===== config.mk =====
export PLATFORM = sky130hd
export DESIGN_NAME = crc_frame_engine_flat
export DESIGN_NICKNAME = d
export VERILOG_FILES = /design/src/rtl/crc_frame_engine_if.sv /design/src/rtl/crc_frame_engine.sv /design/src/flat_wrapper.sv
export SDC_FILE = /design/constraint.sdc
export NUM_CORES = 1
export LEC_CHECK = 0
export CAP_MARGIN = 25
export CORE_MARGIN = 2
export CORE_UTILIZATION = 43
export CTS_CLUSTER_DIAMETER = 40
export DETAILED_ROUTE_END_ITERATION = 6
export DONT_BUFFER_PORTS = 1
export HOLD_SLACK_MARGIN = 0.03
export SYNTH_ARGS = -nofsm -noshare
export SYNTH_HDL_FRONTEND = slang
export SYNTH_SLANG_ARGS = --single-unit

===== constraint.sdc =====
create_clock -name crcclk -period 1.78 [get_ports crcclk]
set_input_delay 0.356 -clock crcclk [delete_from_list [all_inputs] [get_ports crcclk]]
set_output_delay 0.356 -clock crcclk [all_outputs]
set_load 0.02 [all_outputs]

===== src/rtl/crc_frame_engine_if.sv =====
// crc_frame_engine_if: frame/bit handshake and verdict bus of the CRC engine
// `CRC_SHIFTOUT_EN adds the serial CRC shift-out signals
interface crc_frame_engine_if #(parameter int WIDTH = 16);
  logic start, bit_valid, bit_in, frame_end, busy, done, crc_ok;
  logic [WIDTH-1:0] crc;
  logic [15:0] bit_count;
`ifdef CRC_SHIFTOUT_EN
  logic out_req, out_bit, out_valid, out_last;
  modport master (output start, bit_valid, bit_in, frame_end, out_req,
                  input crc, busy, done, crc_ok, bit_count, out_bit, out_valid, out_last);
  modport slave (input start, bit_valid, bit_in, frame_end, out_req,
                 output crc, busy, done, crc_ok, bit_count, out_bit, out_valid, out_last);
`else
  modport master (output start, bit_valid, bit_in, frame_end,
                  input crc, busy, done, crc_ok, bit_count);
  modport slave (input start, bit_valid, bit_in, frame_end,
                 output crc, busy, done, crc_ok, bit_count);
`endif
endinterface


===== src/rtl/crc_frame_engine.sv =====
// crc_frame_engine: serial CRC-5/CRC-16 generator/checker with registered frame verdict
// `CRC_SHIFTOUT_EN adds MSB-first serialisation of the (optionally inverted) CRC
module crc_frame_engine #(
  parameter int WIDTH = 16,
  parameter logic [WIDTH-1:0] POLY = 16'h1021,
  parameter logic [WIDTH-1:0] PRESET = 16'hFFFF,
  parameter logic [WIDTH-1:0] RESIDUE = 16'h1D0F,
  parameter bit INVERT_OUT = 1'b1
) (
  input logic crcclk,
  input logic reset_n,
  crc_frame_engine_if.slave bus
);
  if (WIDTH != 5 && WIDTH != 16) begin : g_bad_width
    $error("crc_frame_engine: WIDTH must be 5 or 16");
  end
  typedef enum logic [1:0] {IDLE, SHIFT, CHECK
`ifdef CRC_SHIFTOUT_EN
    , SHOUT
`endif
  } state_t;
  state_t state;
  logic [WIDTH-1:0] crc;
  logic [15:0] cnt;
  logic busy, done, crc_ok;
  assign bus.crc = crc;
  assign bus.bit_count = cnt;
  assign bus.busy = busy;
  assign bus.done = done;
  assign bus.crc_ok = crc_ok;
`ifdef CRC_SHIFTOUT_EN
  logic [4:0] idx;
  logic [WIDTH-1:0] shv;
  logic obit, ovalid, olast;
  assign shv = crc << idx;
  assign bus.out_bit = obit;
  assign bus.out_valid = ovalid;
  assign bus.out_last = olast;
`endif
  always_ff @(posedge crcclk or negedge reset_n)
    if (!reset_n) begin
      state <= IDLE;
      crc <= PRESET;
      cnt <= '0;
      busy <= 1'b0;
      done <= 1'b0;
      crc_ok <= 1'b0;
`ifdef CRC_SHIFTOUT_EN
      idx <= '0;
      obit <= 1'b0;
      ovalid <= 1'b0;
      olast <= 1'b0;
`endif
    end else begin
      done <= 1'b0;
      busy <= 1'b0;
`ifdef CRC_SHIFTOUT_EN
      ovalid <= 1'b0;
      olast <= 1'b0;
`endif
      // start aborts any frame in progress and always wins over out_req
      if (bus.start && state != IDLE + 2'd3) begin
        state <= SHIFT;
        crc <= PRESET;
        cnt <= '0;
        crc_ok <= 1'b0;
        busy <= 1'b1;
      end else
        case (state)
          IDLE: begin
`ifdef CRC_SHIFTOUT_EN
            if (bus.out_req) begin
              state <= SHOUT;
              idx <= '0;
            end
`endif
          end
          SHIFT: begin
            if (bus.bit_valid) begin
              crc <= {crc[WIDTH-2:0], 1'b0} ^ ((bus.bit_in ^ crc[WIDTH-1]) ? POLY : '0);
              if (cnt != 16'hFFFF) cnt <= cnt + 16'd1;
            end
            if (bus.frame_end) state <= CHECK;
            busy <= !bus.frame_end;
          end
          CHECK: begin
            done <= 1'b1;
            crc_ok <= (crc == RESIDUE);
            state <= IDLE;
          end
`ifdef CRC_SHIFTOUT_EN
          SHOUT: begin
            ovalid <= 1'b1;
            obit <= shv[WIDTH-1] ^ INVERT_OUT;
            olast <= (idx == 5'(WIDTH-1));
            idx <= idx + 5'd1;
            if (idx == 5'(WIDTH-1)) state <= IDLE;
          end
`endif
          default: state <= IDLE;
        endcase
    end
endmodule


===== src/flat_wrapper.sv =====
// flat-port wrapper written by rule: the top's interface ports become plain ports
module crc_frame_engine_flat 
#(
  parameter int WIDTH = 16,
  parameter logic [WIDTH-1:0] POLY = 16'h1021,
  parameter logic [WIDTH-1:0] PRESET = 16'hFFFF,
  parameter logic [WIDTH-1:0] RESIDUE = 16'h1D0F,
  parameter bit INVERT_OUT = 1'b1
)
  (crcclk, reset_n, bus_start, bus_bit_valid, bus_bit_in, bus_frame_end, bus_crc, bus_busy, bus_done, bus_crc_ok, bus_bit_count);
  crc_frame_engine_if #(.WIDTH(WIDTH)) bus_i ();
  input logic crcclk;
  input logic reset_n;
  input wire logic [$bits(bus_i.start)-1:0] bus_start;
  input wire logic [$bits(bus_i.bit_valid)-1:0] bus_bit_valid;
  input wire logic [$bits(bus_i.bit_in)-1:0] bus_bit_in;
  input wire logic [$bits(bus_i.frame_end)-1:0] bus_frame_end;
  output wire logic [$bits(bus_i.crc)-1:0] bus_crc;
  output wire logic [$bits(bus_i.busy)-1:0] bus_busy;
  output wire logic [$bits(bus_i.done)-1:0] bus_done;
  output wire logic [$bits(bus_i.crc_ok)-1:0] bus_crc_ok;
  output wire logic [$bits(bus_i.bit_count)-1:0] bus_bit_count;
  assign bus_i.start = bus_start;
  assign bus_i.bit_valid = bus_bit_valid;
  assign bus_i.bit_in = bus_bit_in;
  assign bus_i.frame_end = bus_frame_end;
  assign bus_crc = bus_i.crc;
  assign bus_busy = bus_i.busy;
  assign bus_done = bus_i.done;
  assign bus_crc_ok = bus_i.crc_ok;
  assign bus_bit_count = bus_i.bit_count;
  crc_frame_engine #(.WIDTH(WIDTH), .POLY(POLY), .PRESET(PRESET), .RESIDUE(RESIDUE), .INVERT_OUT(INVERT_OUT)) u_core (.crcclk(crcclk), .reset_n(reset_n), .bus(bus_i));
endmodule

==> metrics <==
outcome=completed; DRT iter0 DRCs=111; Int Power=1.22 mW; CP Max Fanout=11; Min Hold Slack=0.137 ns; CTS H-tree lvls=2; PnR Total Power=1.68 mW; Remaining DRCs=0; Area Growth Syn to Fin=19.4%; Synth Area in Simple Gates=22.7%; Netlist cell types=52; Synth Register Bits=37; Die ar.=4840 µm²; clk_skew=0.00565 ns; post-route ant nets=0; global-route wire length before repair=7480 µm; unrepaired setup endpoints after global routing=no; Synth Area in Compound Gates=19.3%; syn_nets=178; Clk pin slew, worst setup/hold paths=0.07 ns; Rows=23; num ports=41; XOR/XNOR share of the synthesized area=3.31%; CP top delay family=simple AND/OR/NAND/NOR gates; Pleak=0.916 nW; Slew Viols, Final=0; CP Cell Sequence=ha_1 > nand4_4 > nor4_4 > buf_4 > and4b_1 > nor3_2; Synth Warn #=0; wirelength, routed=4480 µm; largest stage delay on the critical path=0.36 ns; CP endpoint kind=flop; CP arrival=1.87 ns; DR pass1 iterations=4; post-synthesis mux area share=0%; detailed-route via count=1526; syn_area_per_cell=10.8 µm²; maximum vdd drop=0.000406 V; switching part of the total power=27.1%; Core Area=4060 µm²; switching pwr=0.455 mW; most common cell after layout, fill and taps aside=buf_4; port bufs=0; Worst-Skew Late Latency=0.28 ns; Setup CP Type=flop to flop; most frequent cells in the layout=buf_4, dfrtp_1, dfstp_2; Slew headroom=70.7%; ys async rst share=100%; Seq/Total Area, Yosys=51.1%; Tightest Pin Transition=0.439 ns; Main synth FF type=dfrtp_1; CTS Sinks=37; largest net degree at the start of global routing=38; vias in the first global route=1532; part of the cycle the worst path needs=93.1%; Crit path buffers/inverters=1; Core Util, Final=54.5%; fmax=604 MHz; Tmin final=1.66 ns; DPL Wire Length=3360 µm; mapped cell area=1850 µm²; part of the power in the clock network=33.3%; Die Y=69.6 µm; n_diodes=0; Total Routing Usage GR=19.3%; CP max-delay cell=dfrtp_1; CP Launch Type=flop; Worst EP required=1.99 ns; Max Cap Viol=0; Routability Congestion=0.962; clk buf depth=2; Post-Synth Adder-Cell Area=0.676%; largest family of logic cells by synthesized area=simple AND/OR/NAND/NOR gates; initial core utilization=45.6%; share of cells above drive strength 1=30.0%; cts bufs inserted=5; initial antenna violation count=0; drt wl/cell=17.7 µm; register share of total power=56.2%; grt ovf=0; number of synthesized flops with an enable pin=0; die span in x=69.6 µm; Gate power share=10.5%; NumNets Final=209; CTS tree=done; pwr dens=759 nW/µm²; Gate Count Post-Synth=171; FILL cells=378; Via density=6.03; type of the tightest min-delay check=input pin to flop; setup TNS=0 ns; final hold violations=0; root buf cell=clkbuf_8; Final Setup Violations=0
[cell type report]
type,instances,area [µm²],share of cell area (%)
multi-input cells,122,851,38.5
repair buffers,31,248,11.2
well taps,50,62.6,2.83
inverters,5,18.8,0.849
clock inverters,2,10.0,0.453
flip-flops and latches,37,947,42.9
clock buffers,6,72.6,3.28
[flip-flops by register name (all words and copies together), names as in the netlist]
| signal | count |
|---|---|
| u_core.bus.done | 1 |
| u_core.bus.busy | 1 |
| u_core.bus.bit_count | 16 |
| u_core.state | 2 |
| u_core.bus.crc | 16 |
| u_core.bus.crc_ok | 1 |
[routing by layer]
layer	global-route usage [%]	routed length, µm
met1	23.4	1890
met2	32.7	2280
met3	6.40	269
met4	5.45	38
met5	0	0
[power groups by stage]
stage | clock network [mW] | registers (mW) | logic (mW)
after floorplan | 0 | 0.953 | 0.0962
after global placement | 0 | 0.954 | 0.151
after detailed placement | 0 | 0.956 | 0.155
after CTS | 0.569 | 0.941 | 0.179
after global routing | 0.622 | 0.948 | 0.195
final | 0.558 | 0.942 | 0.176
[synthesized netlist by cell type, types with 2 or more instances]
master	n	share of area, %
or3_1	4	1.4
nor4b_1	2	0.95
o211ai_1	2	0.81
nor3b_1	2	0.81
a21oi_1	10	2.7
o22a_1	13	6.2
xor2_1	2	0.95
nor2_1	9	1.8
xnor2_1	5	2.4
nor3_1	2	0.54
o21ai_1	4	1.1
inv_1	5	1.0
dfstp_2	16	23
nand4_1	6	2.0
or4_1	2	0.81
nand2_1	13	2.6
o21ai_0	3	0.81
and4b_1	2	1.1
nor4_1	6	2.0
clkbuf_1	2	0.41
or2_1	2	0.68
buf_2	4	1.1
nand3_1	5	1.4
a41o_1	2	1.1
dfrtp_1	21	28
[metrics by stage]
stage | std cells | setup slack, ns | cell area [µm²]
after floorplan | 171 | 0.0121 | 1850
after global placement | 242 | 0.141 | 2090
after detailed placement | 242 | 0.128 | 2090
after CTS | 252 | 0.103 | 2200
after global routing | 253 | 0.00132 | 2210
final | 253 | 0.123 | 2210
[kinds of logic (layout without fill, tap and decap cells)]
group | Yosys count | after routing
xor gates and xnor gates | 7 | 7
and+or+nand+nor | 65 | 65
DFF | 37 | 37
buffers and inverters | 12 | 44
AOI/OAI and AO/OA | 49 | 49
adders and majority gates | 1 | 1
[final timing paths]
kind / startpoint / end / slack (ns) / depth (start not counted)
setup reg to reg: u_core.bus.bit_count[1] / u_core.bus.bit_count[13] / 0.12 / 6
hold reg to reg: u_core.bus.crc[5] / u_core.bus.crc[5] / 0.57 / 2
max in group asynchronous: reset_n / u_core.bus.crc[7] / 1.00 / 2
setup / recovery: u_core.bus.bit_count[1] / u_core.bus.bit_count[13] / 0.12 / 6
min in group asynchronous: reset_n / u_core.bus.bit_count[15] / 0.51 / 2
hold / removal: bus_start / u_core.bus.done / 0.14 / 1
[what timing repair did]
action / in CTS / in global routing
buffers inserted: 0 / 1
resized for setup: 0 / 1
setup endpoints to repair: 0 / 5
hold endpoints to repair: 37 / 0
hold buffers: 2 / 0
No activity file was read; power rests on OpenSTA's default activity.
